**config.mk**
```make
export PLATFORM = sky130hd
export DESIGN_NAME = jt7759_rom_arb
export DESIGN_NICKNAME = d
export VERILOG_FILES = /design/src/rtl/jt7759_rom_arb.sv
export SDC_FILE = /design/constraint.sdc
export NUM_CORES = 1
export LEC_CHECK = 0
export ABC_AREA = 0
export ABC_CLOCK_PERIOD_IN_PS = 1690
export CORE_ASPECT_RATIO = 0.75
export CORE_MARGIN = 3
export CORE_UTILIZATION = 45
export DETAILED_ROUTE_END_ITERATION = 6
export PLACE_DENSITY = 0.78
export RECOVER_POWER = 25
export REMOVE_ABC_BUFFERS = 1
export SYNTH_ARGS = -nofsm -noshare
export SYNTH_HDL_FRONTEND = slang
export SYNTH_SLANG_ARGS = --single-unit
export TNS_END_PERCENT = 50
```
**constraint.sdc**
```tcl
create_clock -name clk -period 1.69 [get_ports clk]
set_input_delay 0.338 -clock clk [delete_from_list [all_inputs] [get_ports clk]]
set_output_delay 0.338 -clock clk [all_outputs]
set_load 0.05 [all_outputs]
```
**src/rtl/jt7759_rom_arb.sv**
```systemverilog
// jt7759_rom_arb
//   Shares one byte-wide ROM port between two jt7759-style requesters. Each
//   requester has a one-entry cache of tag/data/valid. A requester holding
//   cs with no matching valid entry is a pending miss. An FSM serves the
//   misses one at a time and uses round-robin when both are pending.
//
//   Build option: JT7759_ARB_CACHE_EN
//     defined   - entries persist after reqN_cs falls. A repeat read of the
//                 same address hits without a memory access.
//     undefined - an entry is invalidated on every cycle where its cs is
//                 low, so each new cs assertion fetches from memory.
//
// Ports
//   clk, rst               clock and synchronous active-high reset
//   reqN_cs / reqN_addr    requester read strobe and byte address (N = 0, 1)
//   reqN_data / reqN_ok    cached byte, and the hit flag for the current address
//   mem_cs / mem_addr      registered memory read request and address
//   mem_data / mem_ok      memory read data and its valid strobe
module jt7759_rom_arb #(
  parameter int unsigned AW = 17
) (
  input  logic          clk,
  input  logic          rst,
  input  logic          req0_cs,
  input  logic [AW-1:0] req0_addr,
  output logic [7:0]    req0_data,
  output logic          req0_ok,
  input  logic          req1_cs,
  input  logic [AW-1:0] req1_addr,
  output logic [7:0]    req1_data,
  output logic          req1_ok,
  output logic          mem_cs,
  output logic [AW-1:0] mem_addr,
  input  logic [7:0]    mem_data,
  input  logic          mem_ok
);

  typedef enum logic [1:0] {
    IDLE   = 2'd0,
    FETCH0 = 2'd1,
    FETCH1 = 2'd2
  } state_t;

  state_t        state_q;
  logic [AW-1:0] tag0_q, tag1_q;
  logic [7:0]    data0_q, data1_q;
  logic          valid0_q, valid1_q;
  logic          last_q;      // requester served most recently
  logic          mem_cs_q;
  logic [AW-1:0] mem_addr_q;

  logic hit0, hit1, miss0, miss1, pick1;

  assign hit0  = valid0_q && (tag0_q == req0_addr);
  assign hit1  = valid1_q && (tag1_q == req1_addr);
  assign miss0 = req0_cs && !hit0;
  assign miss1 = req1_cs && !hit1;
  // Requester 1 wins when it is the only miss, or when both miss and
  // requester 0 was served last.
  assign pick1 = miss1 && (!miss0 || !last_q);

  assign req0_ok   = req0_cs && hit0;
  assign req1_ok   = req1_cs && hit1;
  assign req0_data = data0_q;
  assign req1_data = data1_q;
  assign mem_cs    = mem_cs_q;
  assign mem_addr  = mem_addr_q;

  always_ff @(posedge clk) begin
    if (rst) begin
      state_q    <= IDLE;
      tag0_q     <= '0;
      tag1_q     <= '0;
      data0_q    <= '0;
      data1_q    <= '0;
      valid0_q   <= 1'b0;
      valid1_q   <= 1'b0;
      last_q     <= 1'b1;     // requester 0 wins the first tie
      mem_cs_q   <= 1'b0;
      mem_addr_q <= '0;
    end else begin
      unique case (state_q)
        IDLE: begin
          // mem_ok is ignored here; each entry into IDLE keeps mem_cs low
          // for at least one cycle.
          if (miss0 || miss1) begin
            mem_cs_q <= 1'b1;
            if (pick1) begin
              state_q    <= FETCH1;
              mem_addr_q <= req1_addr;
            end else begin
              state_q    <= FETCH0;
              mem_addr_q <= req0_addr;
            end
          end
        end
        FETCH0: begin
          if (mem_ok) begin
            tag0_q   <= mem_addr_q;
            data0_q  <= mem_data;
            valid0_q <= 1'b1;
            last_q   <= 1'b0;
            mem_cs_q <= 1'b0;
            state_q  <= IDLE;
          end
        end
        FETCH1: begin
          if (mem_ok) begin
            tag1_q   <= mem_addr_q;
            data1_q  <= mem_data;
            valid1_q <= 1'b1;
            last_q   <= 1'b1;
            mem_cs_q <= 1'b0;
            state_q  <= IDLE;
          end
        end
        default: begin
          state_q  <= IDLE;
          mem_cs_q <= 1'b0;
        end
      endcase
`ifdef JT7759_ARB_CACHE_EN
      // Entries stay valid while cs is low.
`else
      // These assignments come after the fetch completion, so the clear
      // takes priority when a fetch completes in a cycle where cs is low.
      if (!req0_cs) valid0_q <= 1'b0;
      if (!req1_cs) valid1_q <= 1'b0;
`endif
    end
  end

endmodule

```
Word level (Yosys, flattened, before mapping)
Cells that the tools add are included.
Widths: inputs -> output; s select.
{"block": "classes", "n_reduce_logical": 23, "n_bitwise": 2, "mux": 10, "eq_ne": 8}
{"operator": "$eq 17x17->1", "n": 2}
{"operator": "$mux 17", "n": 1}
{"operator": "$reduce_and 2->1", "n": 4}
{"operator": "$logic_and 1x1->1", "n": 7}
{"operator": "$mux 2", "n": 3}
{"operator": "$ne 2x2->1 const B", "n": 3}
{"operator": "$reduce_or 2->1", "n": 3}
{"operator": "$logic_not 1->1", "n": 4}
{"operator": "$pmux 1 s2", "n": 2}
{"operator": "$pmux 2 s2", "n": 1}
{"operator": "$mux 1", "n": 3}
{"operator": "$reduce_and 3->1", "n": 1}
{"operator": "$eq 2x1->1 const B", "n": 1}
{"operator": "$eq 2x2->1 const B", "n": 1}
{"operator": "$logic_not 2->1", "n": 1}
{"operator": "$logic_or 1x1->1", "n": 2}
{"operator": "$ne 2x1->1 const B", "n": 1}
{"operator": "$not 1->1", "n": 2}
{"operator": "$reduce_bool 2->1", "n": 1}
{"block": "totals", "regBits": 73, "out_inout_bits": 36, "inputBits": 47, "word_cells": 53}

Logic depth before layout (Yosys ltp)
Gate-level depths: netlist of run 1.
{"block": "logic_depth", "word_depth": 10, "depth_mapped": 8, "ltp_nobuf": 6}

Worst setup path after synthesis of run 1
No wires, ideal clock.
{"block": "synth_timing", "path_kind": "input to output", "from": "input req1_addr[3]", "to": "output req1_ok", "required_time_ns": 1.352, "setup_slack_ns": -1.201, "arrival_time_ns": 2.553, "stages": 4, "path_cell_list": "xnor2_1 -> nand4_1 -> or3_4 -> nor4_1"}
{"block": "synth_via", "elab_chain_cells": 3}
{"item": "start, declared", "line": "29", "rtl": "input logic [AW-1:0] req1_addr,"}
{"item": "$eq 17x17->1", "line": "55", "rtl": "assign hit1 = valid1_q && (tag1_q == req1_addr);"}
{"item": "$logic_and 1x1->1", "line": "55"}
{"item": "$logic_and 1x1->1", "line": "63", "rtl": "assign req1_ok = req1_cs && hit1;"}
{"item": "end, declared", "line": "31", "rtl": "output logic req1_ok,"}
No other way between the ends.

Final worst setup path of run 1
{"block": "layout_timing", "from": "input req1_addr[11]", "to": "output req1_ok"}
Same word-level chain as after synthesis.

==> results of run 1 <==
cells in the mapped netlist (2+ instances only):
cell	number
or2_1	2
xor2_1	8
buf_2	3
nand2b_1	2
buf_4	3
and3_1	2
nand4_1	13
buf_1	3
o21ai_1	8
nand4b_1	2
a21oi_1	50
a21oi_2	2
clkbuf_1	17
nor4_1	2
dfxtp_1	73
nand2_1	107
nor2b_1	2
nor2_1	4
nand3_1	17
nor3_1	18
a31oi_1	2
xnor2_1	26
inv_1	4
ha_1	3
a311oi_2	17
nor3_2	3
and2_1	3
o21ai_0	10
metal layers:
metal / GRT usage [%] / up-vias
li1: - / 1702
met1: 31.5 / 1689
met5: 0 / -
met3: 8.62 / 20
met2: 41.1 / 198
met4: 5.93 / 0
worst min path at each step:
stage                 startpoint           end  slack (ps)  cells after the start
finish              req0_addr[5]   mem_addr[5]         360                      3
global route        req0_addr[3]   mem_addr[3]         370                      3
CTS                          rst     tag1_q[5]         400                      2
detailed placement  req0_data[1]  req0_data[1]         450                      2
global placement    req0_data[2]  req0_data[2]         440                      2
floorplan                    rst   mem_addr[0]         410                      1
sequential cells by signal, indices dropped and copies added (netlist names):
| signal | cells |
|---|---|
| mem_addr | 17 |
| req0_data | 8 |
| valid0_q | 1 |
| valid1_q | 1 |
| mem_cs | 1 |
| tag0_q | 17 |
| state_q | 2 |
| req1_data | 8 |
| tag1_q | 17 |
| last_q | 1 |
per-stage QoR:
step                      hold slack, ps  instances  instance area [um^2]  utilization, %  setup WS, ps
after detailed placement             448        618                  4620            61.9         -1060
after floorplan                      406        393                  3380               -         -1200
after global routing                 369        643                  5060            67.8          -732
after CTS                            405        641                  5020            67.2          -694
final                                359        643                  5060            67.8          -670
after global placement               443        618                  4620            61.9          -995
cell families after synthesis:
family / share of synthesized area, %
XOR/XNOR: 8.45
adder cells (fa/ha/maj): 1.06
AND/OR/NAND/NOR: 24.3
AO/OA/AOI/OAI: 20.2
flip-flops: 41.4
buffers and inverters: 4.51
critical path, stage by stage:
cell and delay [ps]:
clkdlybuf4s50_1 530, xnor2_2 130, nand4_1 120, or3_4 370, nor4_4 250, buf_4 150
buf_12 120
area by class of cell:
type	count	area (um^2)
timing repair buffer	133	1130
clock buffer	13	159
multi-input combinational	316	2150
inverter	4	15.0
sequential	73	1470
clock inverter	3	15.0
tap	101	126
fill	565	2400
timing repair:
action	CTS	global route
hold buffers	0	0
pin swaps	29	18
setup endpoints to repair	22	22
setup buffers	7	2
resized for setup	58	22
cloned	0	0
where the power goes:
part | internal, uW | switching (uW) | leakage [uW]
Combinational | 451 | 724 | 0.00126
Sequential | 1820 | 91.0 | 0.000596
Clock | 607 | 631 | 0.0000932
Total | 2870 | 1450 | 0.00195
==> out/qor.csv, run 1 <==
stage,metric,value,unit
clock_tree,cts_made_buffers,9,
drt,routed_wl,11100,um
floorplan,die_h,82.7,um
synth,synth_edf_count,0,
global_routing,grt_pass1_wl,17100,um
placement,dpl.hpwl,7760,um
synth,synth_area_leaders,"dfxtp_1, nand2_1, a311oi_2",
timing,tightestPinTransition,684,ps
clock_tree,clk_pin_slew,80,ps
placement,place_congestion,0.898,
timing,clock.fmax,0.424,GHz
worst_setup_path,cp-endpoint,req1_ok,
drt,vias_per_cell,5.61,
floorplan,design.core.area,7470,um^2
outcome,run_status,finished with violations,
drt,wl_met3,1120,um
synth,yosys_warnings,0,
drt,drt_iter0_drc,243,
timing,fin_ws,-670,ps
run,cap_violations,0,
clock_tree,cts_tree,done,
timing,post-route-period-util,140,%
worst_setup_path,path_class,in -> out,
drt,final_antenna_net_count,0,
global_routing,track_usage,24.9,%
drt,vias,3609,
timing,max_slew_margin,54.3,%
drt,wl_met2,5080,um
outcome,violations,setup timing,
drt,highest_layer,met4,
floorplan,initial_core_util,47.2,%
worst_setup_path,cp-startpoint,req1_addr[11],
worst_setup_path,reg2regPathDepth,8,
worst_setup_path,regToRegEndpoint,mem_addr[15],
synth,synth_seq_cells,73,
finish,syn2layout_area_growth,43.5,%
floorplan,core.rowCount,27,
drt,wl_met1,4810,um
timing,slew_violations,0,
power_and_ir_drop,peakVddDrop,0.439,mV
worst_setup_path,worst-r2r-setup-slack,-600,ps
finish,final_common_cell,nand2_1,
power_and_ir_drop,p_leak,0.00195,uW
power_and_ir_drop,power,4320,uW
floorplan,dieArea,8940,um^2
floorplan,die_w,108,um
min_path,hp-class,in -> reg,
timing,finalSetupViolCount,22,
synth,syn-mean-instance-area,8.38,um^2
clock_tree,cts_sinks,73,
worst_setup_path,required,1350,ps
timing,setup_tns,-11990,ps
drt,dr.pass1.iters,5,
finish,most-common-layout-cells,"nand2_1, dfxtp_1, buf_4",
global_routing,antenna_found_initial,0,
timing,period_minus_slack,2360,ps
worst_setup_path,critical_path_arrival,2020,ps
worst_setup_path,worstPathMaxFanout,2,
worst_setup_path,timing.rr.start,tag1_q[7],
floorplan,ios,83,
timing,grt_setup_unrepaired,yes,
synth,yosys.area.top_type,dfxtp_1,
synth,async_flop_share,0,%
global_routing,grt_max_degree,25,
finish,layout-drive-gt1-share,28.4,%
worst_setup_path,start_kind,input pin,
power_and_ir_drop,power.density,854,nW/um^2
clock_tree,htree_num_levels,3,
synth,netlist.area_leader.share,41.4,%
synth,synth_ff_type,dfxtp_1,
drt,wl_per_cell,17.3,um
global_routing,grt_pass1_vias,3420,
clock_tree,insertion_delay,350,ps
synth,synth_area,3530,um^2
drt,drcViolationCount,0,
synth,synthCells,421,
timing,worst_clock_skew,7.51,ps
finish,nNetsFinal,587,
placement,portBuffers,82,
finish,diodes,0,
clock_tree,cts_buffer_depth,2,
timing,hold_viol,0,
synth,synth-seq-area-share,41.4,%
clock_tree,cts-root-buf,clkbuf_8,
global_routing,grt.overflow.total,0,
worst_setup_path,worst_setup_path_end_kind,output pin,
synth,synth.distinct_cells,43,
Note: power is estimated with default switching activity, not from simulation.
==> run 2: changes to the inputs <==
- CTS_CLUSTER_DIAMETER: unset -> 80
- SKIP_CTS_REPAIR_TIMING: unset -> 1
==> out/qor.csv, run 2 (synthesis results as in run 1) <==
stage,metric,value,unit,change
global_routing,antenna_found_initial,0,,unchanged
timing,period_minus_slack,2340,ps,-25.1 ps
clock_tree,cts_buffer_depth,2,,unchanged
floorplan,design.core.area,7470,um^2,unchanged
finish,layout-drive-gt1-share,31.3,%,+2.9 points
drt,wl_met3,1150,um,+2.8%
drt,highest_layer,met4,,
worst_setup_path,crit_buf_inv,2,,-1
min_path,holdCritStartpoint,req1_addr[14],,
placement,place_congestion,0.898,,unchanged
placement,pre_cts_slack,-1060,ps,unchanged
floorplan,core.rowCount,27,,unchanged
run,cap_violations,0,,unchanged
timing,grt_setup_unrepaired,yes,,
min_path,hp-class,in -> reg,,
clock_tree,insertion_delay,350,ps,about the same
clock_tree,clk_pin_slew,70,ps,about the same
finish,most-common-layout-cells,"nand2_1, dfxtp_1, buf_4",,
drt,wl_per_cell,18.2,um,+4.7%
finish,fillers,528,,-6.5%
worst_setup_path,worst_setup_path_end_kind,output pin,,
min_path,min_to,mem_addr[14],,
drt,wl_met1,4840,um,+0.62%
finish,final_common_cell,nand2_1,,
floorplan,ios,83,,unchanged
timing,finalSetupViolCount,22,,unchanged
worst_setup_path,timing.rr.start,tag1_q[7],,
global_routing,grt_pass1_vias,3320,,-2.9%
timing,fin_ws,-645,ps,+25.1 ps
floorplan,die_h,82.7,um,unchanged
power_and_ir_drop,p_leak,0.00216,uW,+11%
drt,vias,3658,,+1.4%
placement,portBuffers,82,,unchanged
drt,routed_wl,11800,um,+5.9%
drt,drcViolationCount,0,,unchanged
floorplan,die_w,108,um,unchanged
power_and_ir_drop,power,4400,uW,+1.9%
worst_setup_path,slowest_delay,420,ps,-110 ps
clock_tree,cts_sinks,73,,unchanged
worst_setup_path,critical_path_arrival,2000,ps,-20 ps
global_routing,grt_max_degree,25,,unchanged
timing,tightestPinTransition,600,ps,-84.6 ps
timing,worst_clock_skew,7.26,ps,-0.249 ps
outcome,violations,setup timing,,
drt,drt_iter0_drc,240,,-1.2%
power_and_ir_drop,power.density,832,nW/um^2,-2.6%
worst_setup_path,start_kind,flop,,
global_routing,grt_pass1_wl,16600,um,-3.2%
power_and_ir_drop,peakVddDrop,0.604,mV,+38%
global_routing,grt.overflow.total,0,,unchanged
finish,fin_util,70.9,%,+3.1 points
clock_tree,cts-root-buf,clkbuf_8,,
worst_setup_path,required,1350,ps,about the same
finish,syn2layout_area_growth,50.1,%,
clock_tree,htree_num_levels,3,,unchanged
placement,dpl.hpwl,7760,um,unchanged
clock_tree,cts_tree,done,,
floorplan,initial_core_util,47.2,%,unchanged
timing,max_slew_margin,60.2,%,+5.9 points
drt,dr.pass1.iters,5,,unchanged
worst_setup_path,regToRegEndpoint,mem_addr[3],,
timing,whs,352,ps,-7.55 ps
outcome,run_status,finished with violations,,
clock_tree,cts_made_buffers,9,,unchanged
worst_setup_path,worstPathMaxFanout,2,,unchanged
global_routing,track_usage,24.1,%,-0.75 points
drt,wl_met2,5690,um,+12%
min_path,holdPathStages,3,,unchanged
drt,final_antenna_net_count,0,,unchanged
floorplan,dieArea,8940,um^2,unchanged
timing,slew_violations,0,,unchanged
worst_setup_path,worstPathCellList,"xnor2_2, nand4_1, or3_4, nor4_4, buf_4, buf_12",,
worst_setup_path,reg2regPathDepth,9,,+1
timing,setup_tns,-10790,ps,+1200 ps
timing,post-route-period-util,138,%,-1.5 points
worst_setup_path,crit_family,simple AND/OR/NAND/NOR gates,,
timing,hold_viol,0,,unchanged
finish,diodes,0,,unchanged
timing,clock.fmax,0.428,GHz,+1.1%
worst_setup_path,critPathSlowestCell,or3_4,,
worst_setup_path,path_class,reg -> out,,
drt,vias_per_cell,5.63,,+0.27%
worst_setup_path,worst-r2r-setup-slack,-550,ps,+50 ps
finish,nNetsFinal,594,,+1.2%
run 2: how the worst max path moves through the flow:
| stage | start | endpoint | slack (ps) | cells past startpoint |
|---|---|---|---|---|
| after CTS | req1_addr[0] | req1_ok | -940 | 7 |
| after floorplan | req1_addr[3] | req1_ok | -1200 | 4 |
| final | tag1_q[16] | req1_ok | -650 | 6 |
| after detailed placement | req1_addr[7] | mem_addr[1] | -1060 | 7 |
| after global placement | req1_addr[0] | req1_ok | -1000 | 7 |
| after global routing | tag1_q[16] | req1_ok | -710 | 6 |
run 2: cell type report:
cell class / instances / area, um^2 / share of cell area (%)
Clock buffer: 13 / 159 / 3.00
Multi-Input combinational cell: 316 / 2220 / 41.9
Sequential cell: 73 / 1470 / 27.7
Clock inverter: 3 / 15.0 / 0.284
Tap cell: 101 / 126 / 2.39
Inverter: 4 / 15.0 / 0.284
Timing Repair Buffer: 140 / 1290 / 24.4
run 2: routing by layer:
metal | track usage, % | up-vias
met2 | 39.8 | 205
met1 | 31.6 | 1717
met5 | 0 | -
met4 | 4.92 | 0
met3 | 7.15 | 14
li1 | - | 1722
run 2: worst reg2reg max path, stage by stage, from the launching register on:
cell      delay [ps]
dfxtp_2          340
xor2_2           180
buf_4            140
or4_4            460
buf_6            150
o31ai_4          330
buf_6            190
buf_4            130
o21ai_4           50
a311oi_2         190
run 2: report_power, final:
part           switching (uW)  internal (uW)
combinational             751            496
sequential               92.5           1820
clock                     641            608
total                    1480           2920
run 2: per-stage QoR:
stage               std cells  cell area, um^2
global placement          618             4620
global route              650             5290
detailed placement        618             4620
floorplan                 393             3380
finish                    650             5290
CTS                       634             4800
==> run 3: changes to the inputs <==
- CORE_MARGIN: 3 -> 2
- SETUP_SLACK_MARGIN: unset -> 0.5
==> out/qor.csv, run 3 (synthesis results as in run 1) <==
stage,metric,value,unit,change
outcome,run_status,finished with violations,,
outcome,violations,setup timing,,
timing,grt_setup_unrepaired,yes,,
power_and_ir_drop,p_int,3050,uW,+4.4%
timing,worst_clock_skew,10.1,ps,+2.80 ps
drt,wl_per_cell,24.8,um,+37%
floorplan,core.rowCount,27,,unchanged
timing,slew_violations,0,,unchanged
finish,final_common_cell,nand2_1,,
placement,dp.cells,621,,+0.49%
finish,most-common-layout-cells,"nand2_1, dfxtp_1, buf_4",,
power_and_ir_drop,combPwrFrac,32.1,%,+3.8 points
power_and_ir_drop,p_leak,0.00274,uW,+27%
clock_tree,htree_num_levels,3,,unchanged
drt,final_antenna_net_count,0,,unchanged
timing,clock.fmax,0.413,GHz,-3.7%
power_and_ir_drop,power_frac_seq,41.1,%,-2.2 points
worst_setup_path,required,1350,ps,about the same
floorplan,initial_core_util,47.2,%,unchanged
placement,portBuffers,82,,unchanged
clock_tree,insertion_delay,360,ps,about the same
global_routing,grt-busiest-layer,met2,,
global_routing,antenna_found_initial,0,,unchanged
clock_tree,cts_made_buffers,9,,unchanged
global_routing,grt.overflow.total,0,,unchanged
timing,fin_ws,-734,ps,-88.9 ps
worst_setup_path,worst_setup_path_end_kind,output pin,,
worst_setup_path,worstPathMaxFanout,2,,unchanged
global_routing,grt_pass1_wl,16900,um,+2.2%
floorplan,design.core.area,7470,um^2,unchanged
global_routing,grt_pass1_vias,3319,,-0.030%
timing,finalSetupViolCount,31,,+41%
finish,fin_util,82.7,%,+12 points
placement,place_congestion,0.864,,-3.7%
timing,tightestPinTransition,673,ps,+73.2 ps
power_and_ir_drop,p_clk_share,26.8,%,-1.5 points
power_and_ir_drop,swShare,36.7,%,+3.0 points
power_and_ir_drop,p_switching,1760,uW,+19%
timing,max_slew_margin,55.1,%,-5.1 points
worst_setup_path,start_kind,flop,,
floorplan,die_h,80.7,um,-2.4%
timing,hold_viol,0,,unchanged
timing,period_minus_slack,2420,ps,+88.9 ps
finish,fillers,375,,-29%
power_and_ir_drop,power,4810,uW,+9.3%
clock_tree,clk_pin_slew,80,ps,about the same
finish,final_cells,662,,+1.8%
floorplan,die_w,106,um,-1.8%
min_path,hp-class,in -> reg,,
timing,post-route-period-util,143,%,+5.3 points
drt,dr.pass1.iters,5,,unchanged
finish,layout-drive-gt1-share,55.0,%,+24 points
clock_tree,cts_tree,done,,
global_routing,grt_util_met2,40.0,%,+0.17 points
drt,drt_iter0_drc,393,,+64%
drt,vias_per_cell,6.40,,+14%
drt,drcViolationCount,0,,unchanged
global_routing,track_usage,25.7,%,+1.6 points
clock_tree,cts_sinks,73,,unchanged
global_routing,use_met3,5.84,%,-1.3 points
global_routing,grt_max_degree,25,,unchanged
worst_setup_path,path_class,reg -> out,,
clock_tree,cts-root-buf,clkbuf_8,,
drt,routed_wl,16400,um,+39%
run,cap_violations,0,,unchanged
floorplan,ios,83,,unchanged
clock_tree,cts_buffer_depth,2,,unchanged
finish,syn2layout_area_growth,75.0,%,
power_and_ir_drop,power.density,780,nW/um^2,-6.3%
power_and_ir_drop,peakVddDrop,0.432,mV,-28%
floorplan,dieArea,8570,um^2,-4.2%
global_routing,grtUsageMet1,34.7,%,+3.1 points
placement,dpl.hpwl,7530,um,-3.0%
worst_setup_path,critical_path_arrival,2090,ps,+90 ps
placement,pre_cts_slack,-988,ps,+73.1 ps
finish,nNetsFinal,605,,+1.9%
drt,vias,4240,,+16%
-- run 3: changes by cell type in the layout (fill, tap and decap cells not counted), sizes merged --
cell / change
dlymetal6s2s: +4
buf: +9
clkdlybuf4s50: -2
diode: +1
-- run 3: stage by stage --
stage | cell area [um^2] | hold slack, ps | setup TNS (ps)
after floorplan | 3380 | 406 | -10940
after global placement | 4630 | 444 | -18450
after detailed placement | 4630 | 451 | -19330
after CTS | 4810 | 461 | -11990
after global routing | 6170 | 374 | -13930
final | 6170 | 362 | -12770
-- run 3: final timing paths --
check | cells after the start | to | slack [ps] | start
min reg2reg | 2 | tag1_q[14] | 470 | tag1_q[14]
max | 5 | req1_ok | -730 | tag1_q[9]
min | 3 | mem_addr[14] | 360 | req1_addr[14]
max reg2reg | 8 | mem_addr[4] | -670 | tag1_q[9]
-- run 3: critical path, cell delays in order, from the launching register on --
cell     delay (ps)
dfxtp_2         340
xor2_2          180
or4_4           600
nor4_4          310
buf_4           170
buf_12          120
-- run 3: cell type report --
type / count / area, um^2 / area share [%]
multi-input cells: 316 / 2790 / 45.2
repair buffers: 151 / 1560 / 25.3
flip-flops and latches: 73 / 1500 / 24.3
clock buffers: 13 / 159 / 2.58
well taps: 101 / 126 / 2.05
inverters: 4 / 20.0 / 0.324
clock inverters: 3 / 15.0 / 0.243
diodes: 1 / 2.50 / 0.0406
-- run 3: routing by layer --
metal / wire, um / vias up / part of all wire, %
met5: 0 / - / 0
met2: 7530 / 339 / 46
li1: - / 1743 / -
met1: 6420 / 2062 / 39
met3: 1540 / 96 / 9.4
met4: 942 / 0 / 5.7
-- run 3: power by group through the flow --
| stage | sequential [uW] | combinational [uW] | clock, uW |
|---|---|---|---|
| after global routing | 1980 | 1590 | 1360 |
| after detailed placement | 1940 | 1130 | 0 |
| after CTS | 1900 | 1140 | 1270 |
| final | 1980 | 1540 | 1290 |
| after floorplan | 2160 | 387 | 0 |
| after global placement | 1940 | 1110 | 0 |
